## config.mk

```make
export PLATFORM = sky130hd
export DESIGN_NAME = nonrestoring_divider
export DESIGN_NICKNAME = d
export VERILOG_FILES = /design/src/rtl/nonrestoring_divider.sv
export SDC_FILE = /design/constraint.sdc
export NUM_CORES = 1
export LEC_CHECK = 0
export ABC_AREA = 1
export CAP_MARGIN = 20
export CORE_ASPECT_RATIO = 1.4
export CORE_MARGIN = 10
export CORE_UTILIZATION = 45
export CTS_CLUSTER_DIAMETER = 30
export DETAILED_ROUTE_END_ITERATION = 12
export DONT_BUFFER_PORTS = 1
export PLACE_DENSITY_LB_ADDON = 0.15
export SLEW_MARGIN = 20
export SYNTH_ARGS = -nofsm -noshare
export SYNTH_HDL_FRONTEND = slang
export SYNTH_SLANG_ARGS = --single-unit
```

## constraint.sdc

```tcl
create_clock -name clk -period 4.75 [get_ports clk]
set_input_delay 0.475 -clock clk [delete_from_list [all_inputs] [get_ports clk]]
set_output_delay 0.475 -clock clk [all_outputs]
set_load 0.05 [all_outputs]
```

## src/rtl/nonrestoring_divider.sv

```systemverilog
// Sequential non-restoring divider: one quotient bit per clock, start/ready in, done pulse out.
// Optional two's-complement operands when DIVIDER_SIGNED_EN is defined.
//
// state | meaning
// IDLE  | ready=1, waiting for start
// ITER  | one shift/add-or-subtract step per edge, WIDTH steps
// CORR  | final remainder correction and result load (skipped for divide-by-zero)
// DONE  | done pulse visible, back to IDLE on next edge
module nonrestoring_divider #(
  parameter int WIDTH = 8
) (
  input  logic             clk,
  input  logic             rst_b,
  input  logic             start,
  input  logic [WIDTH-1:0] dividend,
  input  logic [WIDTH-1:0] divisor,
  output logic             ready,
  output logic             done,
  output logic [WIDTH-1:0] quotient,
  output logic [WIDTH-1:0] remainder,
  output logic             dbz
);

  localparam int CW = $clog2(WIDTH + 1);

  typedef enum logic [1:0] {IDLE, ITER, CORR, DONE} state_t;

  state_t           state;
  logic [CW-1:0]    count;
  logic [WIDTH:0]   p;
  logic [WIDTH-1:0] q;
  logic [WIDTH-1:0] d;

  logic [WIDTH:0]   d_ext, p_sh, p_step, p_fix;
  logic [WIDTH-1:0] a_cap, b_cap, q_res, r_res;

  assign ready  = (state == IDLE);
  assign d_ext  = {1'b0, d};
  assign p_sh   = {p[WIDTH-1:0], q[WIDTH-1]};
  // Subtract is the inverted divisor with carry-in 1; carry out of the MSB falls off.
  assign p_step = p[WIDTH] ? (p_sh + d_ext) : (p_sh + ~d_ext + {{WIDTH{1'b0}}, 1'b1});
  assign p_fix  = p[WIDTH] ? (p + d_ext) : p;

`ifdef DIVIDER_SIGNED_EN
  logic q_neg, r_neg;

  assign a_cap = dividend[WIDTH-1] ? (~dividend + 1'b1) : dividend;
  assign b_cap = divisor[WIDTH-1]  ? (~divisor + 1'b1)  : divisor;
  assign q_res = q_neg ? (~q + 1'b1) : q;
  assign r_res = r_neg ? (~p_fix[WIDTH-1:0] + 1'b1) : p_fix[WIDTH-1:0];

  always_ff @(posedge clk or negedge rst_b) begin
    if (!rst_b) begin
      q_neg <= 1'b0;
      r_neg <= 1'b0;
    end else if (state == IDLE && start) begin
      q_neg <= dividend[WIDTH-1] ^ divisor[WIDTH-1];
      r_neg <= dividend[WIDTH-1];
    end
  end
`else
  assign a_cap = dividend;
  assign b_cap = divisor;
  assign q_res = q;
  assign r_res = p_fix[WIDTH-1:0];
`endif

  always_ff @(posedge clk or negedge rst_b) begin
    if (!rst_b) begin
      state     <= IDLE;
      count     <= '0;
      p         <= '0;
      q         <= '0;
      d         <= '0;
      quotient  <= '0;
      remainder <= '0;
      dbz       <= 1'b0;
      done      <= 1'b0;
    end else begin
      done <= 1'b0;
      case (state)
        IDLE: begin
          if (start) begin
            if (divisor == '0) begin
              // Results land now; CORR only spends the cycle so done appears one edge later.
              quotient  <= '1;
              remainder <= dividend;
              dbz       <= 1'b1;
              state     <= CORR;
            end else begin
              p     <= '0;
              q     <= a_cap;
              d     <= b_cap;
              count <= '0;
              dbz   <= 1'b0;
              state <= ITER;
            end
          end
        end
        ITER: begin
          p     <= p_step;
          q     <= {q[WIDTH-2:0], ~p_step[WIDTH]};
          count <= count + 1'b1;
          if (count == CW'(WIDTH - 1)) state <= CORR;
        end
        CORR: begin
          if (!dbz) begin
            quotient  <= q_res;
            remainder <= r_res;
          end
          done  <= 1'b1;
          state <= DONE;
        end
        DONE:    state <= IDLE;
        default: state <= IDLE;
      endcase
    end
  end

endmodule
```

==> metrics.md, run 1 <==
| Metric | Value |
|---|---|
| Outcome | `finished, final reports clean` |
| Syn. warnings | `0` |
| Initial antenna violation count | `0` |
| Die Span Y | `about 120 um` |
| DP HPWL | `6220 um` |
| Post-synthesis register bit count | `49` |
| Vias in the first global route | `2786` |
| # diodes | `0` |
| Bufs on Longest Clock Path | `2` |
| Synthesized area | `3250 um^2` |
| Cells after Synth | `449` |
| WL met2 | `between 4000 and 5000 um` |
| Vias | `2775` |
| Post-synth cell types | `32` |
| Ports | `38` |
| Die Area | `11100 um^2` |
| Commonest non-fill, non-tap cell in the layout | `nand2_1` |
| Pin count of the biggest net entering global routing | `50` |
| Max Fclk | `389 MHz` |
| Vias per std cell | `about 5.1` |
| TritonCTS clock tree | `yes` |
| Clk Latency, worst-skew pair | `just over 300 ps` |
| Final hold vios | `0` |
| DR iter-0 viols | `135` |
| Sequential fraction of the synthesis area | `37.8%` |
| Post-synth EDFFs | `0` |
| Placer Congestion | `0.833` |
| H-tree depth | `2` |
| WL/cell | `roughly 15 um` |
| Die Wd | `91.8 um` |
| Most used DFF post-synth | `dfrtp_1` |
| GR Util All Layers | `15.1%` |
| Layout cells sized above 1 | `4.48%` |
| RSZ-0062 raised after global routing | `false` |
| Metal-1 WL | `3390 um` |
| Max Slew Vio Count | `0` |
| Core area | `6980 um^2` |
| Maxcap violations | `0` |
| Routed WL | `about 8200 um` |
| Clock slew at reported path FFs | `~90 ps` |
| Period minus WS final | `2570 ps` |
| Crit path required time | `4960 ps` |
| Row count | `36` |
| Setup TNS | `0 ps` |
| Hold crit path type | `input pin to async pin` |
| First drt pass iteration count | `5` |
| Post-synth ARST share | `100%` |
| Critical path class | `register to register` |
| Final Setup Violations | `0` |
| Clk_skew | `between 7 and 8 ps` |
| CP startpoint kind | `register` |
| GRT Residual Overflow | `0` |
| CTS Buf Count | `5` |
| Top layer in use | `met4` |
| DR WL met3 | `504 um` |
| Global-route wire length before repair | `13700 um` |
| Least-Margin Pin Slew | `1070 ps` |
| ANT nets after route | `0` |
| Clock Tree Root | `clkbuf_8` |
| Fillers | `726` |
| Worst EP arrival | `2780 ps` |
| # Post-CTS Setup Buffers | `0` |
| Fin crit share | `a little over half` |
| Most frequent cells in the layout | `nand2_1, nor2_1, dfrtp_1, inv_1` |
| IO buf count | `0` |
| Worst slew margin | `28.9%` |
| Final net count | `494` |
| Post-route DRC | `0` |
| Area added between synthesis and finish | `5.17%` |
| Crit. End Element | `register` |
| Syn_area_per_cell | `7.23 um^2` |
| CP max FO | `27` |
| Initial core utilization | `46.5%` |
| Syn Nets | `498` |
| Sink Count | `49` |
synthesized netlist by cell type, types with 2 or more instances:
master / n / area share, %
ha_1: 27 / 10
xor2_1: 3 / 0.81
o22ai_1: 4 / 0.77
clkbuf_1: 3 / 0.35
a22oi_1: 2 / 0.46
buf_2: 5 / 0.77
dfrtp_1: 49 / 38
xnor2_1: 2 / 0.54
a21oi_1: 26 / 4.0
nand3_1: 27 / 4.2
nand2_1: 144 / 17
fa_1: 3 / 1.9
buf_4: 2 / 0.46
o21ai_0: 12 / 1.9
nor2_2: 2 / 0.39
o21ai_1: 19 / 2.9
a31oi_1: 2 / 0.39
nor2_1: 53 / 6.1
inv_2: 6 / 0.69
inv_1: 45 / 5.2
nand4_1: 2 / 0.39
cell type report:
| type | instances | area [um^2] | share of cell area (%) |
|---|---|---|---|
| flip-flops and latches | 49 | 1230 | 35.9 |
| clock buffers | 6 | 72.6 | 2.13 |
| well taps | 95 | 119 | 3.48 |
| repair buffers | 1 | 27.5 | 0.806 |
| inverters | 51 | 191 | 5.61 |
| clock inverters | 2 | 15.0 | 0.440 |
| multi-input cells | 337 | 1760 | 51.6 |
critical path, stage by stage, from the launching register on:
cell and delay [ps]:
dfrtp_1 400, inv_1 110, ha_1 410, inv_2 250, o21ai_2 890, inv_2 190, nor2_1 160, a21oi_1 50
final timing paths:
path	start	endpoint	slack, ps	cells after the start
max	state[0]	remainder[5]	2180	7
min	rst_b	quotient[3]	10	1
max reg2reg	state[0]	remainder[5]	2180	7
min reg2reg	count[0]	count[0]	530	1
max in group asynchronous	rst_b	d[3]	4530	1
min in group clk	divisor[7]	d[7]	280	2
logic make-up after synthesis:
family | Yosys count | synth area share [%]
simple gates | 230 | 28.1
compound gates | 71 | 12.3
buf+inv | 63 | 7.94
flops | 49 | 37.8
fa+ha+maj | 30 | 12.3
xor+xnor | 5 | 1.35
mux | 1 | 0.308
metal layers:
metal | up-vias | track usage (%)
met4 | 0 | 4.74
met5 | - | 0
met2 | 59 | 27.7
li1 | 1415 | -
met1 | 1296 | 16.6
met3 | 5 | 3.96
what timing repair did:
item / CTS / global route
resized for setup: 0 / 0
hold buffers: 1 / 0
endpoints found under the hold margin: 49 / 0
state kept, by name, summed over array words and instances (netlist names), 2 cells and up:
signal / flops
q: 8
p: 9
quotient: 8
state: 2
count: 4
d: 8
remainder: 8
per-stage QoR:
stage / util [%] / hold slack, ps / setup WS (ps) / cell area (um^2) / std cells
after floorplan: - / 179 / 2800 / 3250 / 449
after global placement: 47.2 / 182 / 2230 / 3300 / 532
after global routing: 48.9 / 16.2 / 1950 / 3410 / 541
final: 48.9 / 10.5 / 2180 / 3410 / 541
after detailed placement: 47.2 / 181 / 2180 / 3300 / 532
after CTS: 48.9 / 11.7 / 2160 / 3410 / 541
Power of run 1 is left out: the tool's default activity adds up to more than one toggle a clock period on the data nets, which glitch-free logic cannot reach.
==> run 2, diff against run 1 <==
==> constraint.sdc (replaced) <==
create_clock -name clk -period 2.1 [get_ports clk]
set_input_delay 0.21 -clock clk [delete_from_list [all_inputs] [get_ports clk]]
set_output_delay 0.21 -clock clk [all_outputs]
set_load 0.05 [all_outputs]
==> run 2 against run 1 <==
Effect of this change:
- highest routed layer unchanged
- largest cell class unchanged
- clock skew about the same
- setup slack worse by 1900 ps
- critical endpoint is now q[0]
- non-clock buffer count up 12
- sequential cell count unchanged
- global-route usage down 0.084 points
- via count down 0.32%
- first-iteration DRC count down 3.7%
- maximum frequency up 39%
- register-to-register slack worse by 1900 ps
==> metrics.md, run 2 (same netlist as run 1, synthesis figures left out) <==
| Metric | Value |
|---|---|
| TritonCTS clock tree | `yes` |
| Final net count | `between 500 and 600` |
| Placer Congestion | `0.889` |
| Crit path top cell by count | `nand2_1` |
| Die Span Y | `120 um` |
| Final hold vios | `0` |
| RSZ-0062 raised after global routing | `false` |
| Cell family with most CP delay | `simple AND/OR/NAND/NOR gates` |
| Outcome | `finished, final reports clean` |
| Least-Margin Pin Slew | `525 ps` |
| Hold crit path type | `input pin to register` |
| Clock slew at reported path FFs | `100 ps` |
| IO buf count | `0` |
| Layout cells sized above 1 | `6.77%` |
| Vias in the first global route | `~2700` |
| WL/cell | `14.6 um` |
| CP startpoint kind | `register` |
| ANT nets after route | `0` |
| GRT Residual Overflow | `0` |
| Pin count of the biggest net entering global routing | `50` |
| CP max stage cell | `dfrtp_1` |
| Setup TNS | `0 ps` |
| Ports | `38` |
| Routed WL | `8100 um` |
| Clk_skew | `between 7 and 8 ps` |
| Max reg flops | `9` |
| Vias per std cell | `5.00` |
| CP max FO | `3` |
| Crit path required time | `2310 ps` |
| Bufs on Longest Clock Path | `2` |
| Period minus WS final | `1850 ps` |
| DP HPWL | `6360 um` |
| Worst slew margin | `65.0%` |
| Max Slew Vio Count | `0` |
| Die Wd | `around 92 um` |
| GR Util All Layers | `15.0%` |
| Fin crit share | `about nine tenths` |
| Row count | `36` |
| Max Fclk | `541 MHz` |
| Clock Tree Root | `clkbuf_8` |
| Sink Count | `slightly below 50` |
| Initial core utilization | `46.5%` |
| Core area | `6980 um^2` |
| Worst reg2reg setup slack | `250 ps` |
| # Post-CTS Setup Buffers | `0` |
| Area added between synthesis and finish | `8.02%` |
| Post-route DRC | `0` |
| Most flops, register | `p` |
| Die Area | `11100 um^2` |
| Crit. End Element | `register` |
| # diodes | `0` |
| Commonest non-fill, non-tap cell in the layout | `nand2_1` |
| Global-route wire length before repair | `13500 um` |
| Most frequent cells in the layout | `nand2_1, nor2_1, dfrtp_1, inv_1` |
| CTS Buf Count | `5` |
| Hold_buf cts | `2` |
| Initial antenna violation count | `0` |
| Worst EP arrival | `2060 ps` |
| Worst-path cell chain | `inv_1 > ha_1 > inv_1 > fa_1 > nand3_1 > nand2_1 > nand2_1 > nand2_1 > nand4_1 > nand3_1 > nand2_1 > nand2_1` |
| Post-cts resize count | `0` |
| Maxcap violations | `0` |
| Clk Latency, worst-skew pair | `310 ps` |
| CP bufs+invs | `2` |
| Vias | `2766` |
| Critical path class | `register to register` |
| Final Setup Violations | `0` |
| H-tree depth | `2` |
| CP peak stage delay | `420 ps` |
| DR iter-0 viols | `130` |
| First drt pass iteration count | `4` |
## run 2: per-stage QoR
step / area [um^2] / utilization (%) / instances / worst slack [ps] / hold WS [ps]
finish: 3510 / 50.2 / 553 / 251 / 26.0
global route: 3510 / 50.2 / 553 / 91.6 / 28.9
CTS: 3510 / 50.2 / 553 / 242 / 19.6
detailed placement: 3380 / 48.4 / 543 / 259 / -83.5
global placement: 3380 / 48.4 / 543 / 274 / -83.5
floorplan: 3250 / - / 449 / 152 / -85.6
## run 2: path summary, 6_finish.rpt
kind	from	endpoint	depth (start not counted)
setup / recovery	q[7]	q[0]	12
hold / removal	divisor[7]	d[7]	2
setup reg to reg	q[7]	q[0]	12
hold reg to reg	count[0]	count[0]	1
max in group asynchronous	rst_b	d[4]	2
min in group asynchronous	rst_b	p[1]	2
## run 2: worst register-to-register path: cells and delay by family, from the launching register on
family / cells / cell delay [ps]
fa+ha+maj: 2 / 540
simple gates: 8 / 630
flops: 1 / 420
buf+inv: 2 / 170
## run 2: layer usage
metal  global-route usage, %  vias to the layer above  part of all wire [%]
li1                        -                     1437                     -
met5                       0                        -                     0
met3                    3.65                       11                   6.5
met4                    5.80                        0                   2.1
met1                    16.8                     1260                    40
met2                    26.9                       58                    51
## run 2: cell type report
type | count | area [um^2]
fill | 739 | 3480
timing repair buffer | 13 | 120
clock inverter | 2 | 15.0
inverter | 51 | 191
clock buffer | 6 | 72.6
sequential | 49 | 1230
multi-input combinational | 337 | 1760
tap | 95 | 119
Power of run 2 is left out for the same reason.
==> run 3, diff against run 2 <==
--- a/config.mk
+++ b/config.mk
@@ -7,9 +7,11 @@
 export LEC_CHECK = 0
 export ABC_AREA = 1
 export CAP_MARGIN = 20
+export CELL_PAD_IN_SITES_DETAIL_PLACEMENT = 1
+export CELL_PAD_IN_SITES_GLOBAL_PLACEMENT = 1
 export CORE_ASPECT_RATIO = 1.4
 export CORE_MARGIN = 10
-export CORE_UTILIZATION = 45
+export CORE_UTILIZATION = 42
 export CTS_CLUSTER_DIAMETER = 30
 export DETAILED_ROUTE_END_ITERATION = 12
 export DONT_BUFFER_PORTS = 1
==> run 3 against run 2 <==
Effect of this change:
- core utilization is 3.0 points lower
- via count is 5.4% higher
- die area is 5.8% higher
- critical endpoint unchanged
- setup slack worse by 84 ps
- largest cell class unchanged
- final cell count is 0.36% higher
==> metrics.md, run 3 (same netlist as run 1, synthesis figures left out) <==
| Metric | Value |
|---|---|
| Worst EP arrival | `2150 ps` |
| Maxcap violations | `0` |
| TritonCTS clock tree | `yes` |
| Dpl cells | `545` |
| Vias in the first global route | `3179` |
| Final hold vios | `0` |
| Clk_skew | `5.07 ps` |
| Sink of the worst hold path | `d[6]` |
| Multi-input logic area | `1770 um^2` |
| WL/cell | `16.7 um` |
| Cell family with most CP delay | `simple AND/OR/NAND/NOR gates` |
| Sink Count | `49` |
| Reg2reg end | `q[0]` |
| Clk Latency, worst-skew pair | `320 ps` |
| First drt pass iteration count | `4` |
| Die Wd | `94.3 um` |
| Crit path required time | `2320 ps` |
| Vias per std cell | `~5.3` |
| CP startpoint kind | `register` |
| Die Area | `11700 um^2` |
| CP bufs+invs | `2` |
| Setup TNS | `0 ps` |
| Most frequent cells in the layout | `nand2_1, nor2_1, dfrtp_1, inv_1` |
| Outcome | `finished, final reports clean` |
| DP HPWL | `7380 um` |
| Row count | `37` |
| CP peak stage delay | `around 430 ps` |
| Crit. End Element | `register` |
| RSZ-0062 raised after global routing | `false` |
| GRT Residual Overflow | `0` |
| Ports | `38` |
| Max Fclk | `517 MHz` |
| # Post-CTS Setup Buffers | `0` |
| Worst-path cell chain | `inv_1 > ha_1 > inv_1 > fa_1 > nand3_1 > nand2_1 > nand2_1 > nand2_1 > nand4_1 > nand3_1 > nand2_1 > nand2_1` |
| Clock Tree Root | `clkbuf_8` |
| GR Util All Layers | `16.6%` |
| CP max FO | `3` |
| PnR worst setup slack | `167 ps` |
| Core area | `7450 um^2` |
| Bufs on Longest Clock Path | `2` |
| Hold-critical path depth | `2` |
| Die Span Y | `roughly 120 um` |
| Layout Cells excl Fill | `555` |
| Global-route wire length before repair | `15400 um` |
| Initial antenna violation count | `0` |
| Most flops, register | `p` |
| IO buf count | `0` |
| Commonest non-fill, non-tap cell in the layout | `nand2_1` |
| Critical path class | `register to register` |
| Worst R2R Start | `q[7]` |
| Fillers | `981` |
| Placer Congestion | `0.867` |
| CTS Buf Count | `5` |
| DR iter-0 viols | `67` |
| ANT nets after route | `0` |
| Max reg flops | `9` |
| Fin crit share | `approximately 92%` |
| Crit path top cell by count | `nand2_1` |
| Worst Reg-to-Reg Cells | `12` |
| Pre-CTS setup slack | `147 ps` |
| Hold WS | `around 16 ps` |
| Clock slew at reported path FFs | `90 ps` |
| Pin count of the biggest net entering global routing | `50` |
| Area added between synthesis and finish | `8.33%` |
| Layout cells sized above 1 | `under 10%` |
| Worst reg2reg setup slack | `170 ps` |
| H-tree depth | `2` |
| Worst slew margin | `60.3%` |
| CP max stage cell | `dfrtp_1` |
| Max Slew Vio Count | `0` |
| Vias | `2915` |
| Initial core utilization | `43.5%` |
| Least-Margin Pin Slew | `594 ps` |
| Seq. cell area | `1230 um^2` |
| Hold crit path type | `input pin to register` |
| Final net count | `between 500 and 600` |
| Hold_sp | `divisor[6]` |
| Final Setup Violations | `0` |
| Period minus WS final | `between 1500 and 2000 ps` |
| # diodes | `0` |
| Post-route DRC | `0` |
| Routed WL | `9280 um` |
[run 3: changes by cell type in the layout (fill, tap and decap cells not counted)]
| cell | change |
|---|---|
| o21ai_2 | -1 |
| o21ai_4 | +1 |
[run 3: metrics by stage]
stage | instance area [um^2] | utilization (%)
floorplan | 3250 | -
global placement | 3380 | 45.4
detailed placement | 3380 | 45.4
CTS | 3510 | 47.1
global route | 3520 | 47.2
finish | 3520 | 47.2
[run 3: final cells by class]
type,count,area share [%]
inverter,51,5.44
sequential,49,34.9
multi-input combinational,337,50.3
clock buffer,6,2.06
clock inverter,2,0.427
timing repair buffer,13,3.42
tap,97,3.45
[run 3: what timing repair did]
| item | in CTS | in global routing |
|---|---|---|
| hold endpoints to repair | 49 | 0 |
| resized for setup | 0 | 1 |
| setup endpoints to repair | 0 | 8 |
| hold buffers | 2 | 0 |
[run 3: per-layer routing]
metal	wire length, um	up-vias	part of all wire [%]	global-route usage, %
met4	297	0	3.2	7.62
li1	-	1441	-	-
met5	0	-	0	0
met2	4960	46	53	31.1
met1	3620	1406	39	17.2
met3	405	22	4.4	3.43
[run 3: worst register-to-register path, cell delays in order (launching register included)]
cell and delay, ps:
dfrtp_1 430, inv_1 120, ha_1 170, inv_1 60, fa_1 390, nand3_1 90
nand2_1 100, nand2_1 80, nand2_1 70, nand4_1 100, nand3_1 90, nand2_1 80
nand2_1 50
[run 3: how the worst max path moves through the flow]
stage	startpoint	to	slack, ps	cells after the start
after global placement	state[0]	remainder[2]	230	7
after floorplan	state[0]	q[4]	150	10
after global routing	q[7]	q[0]	2	13
final	q[7]	q[0]	170	12
after CTS	state[0]	remainder[7]	80	7
after detailed placement	state[0]	remainder[7]	150	7
Power of run 3 is left out for the same reason.
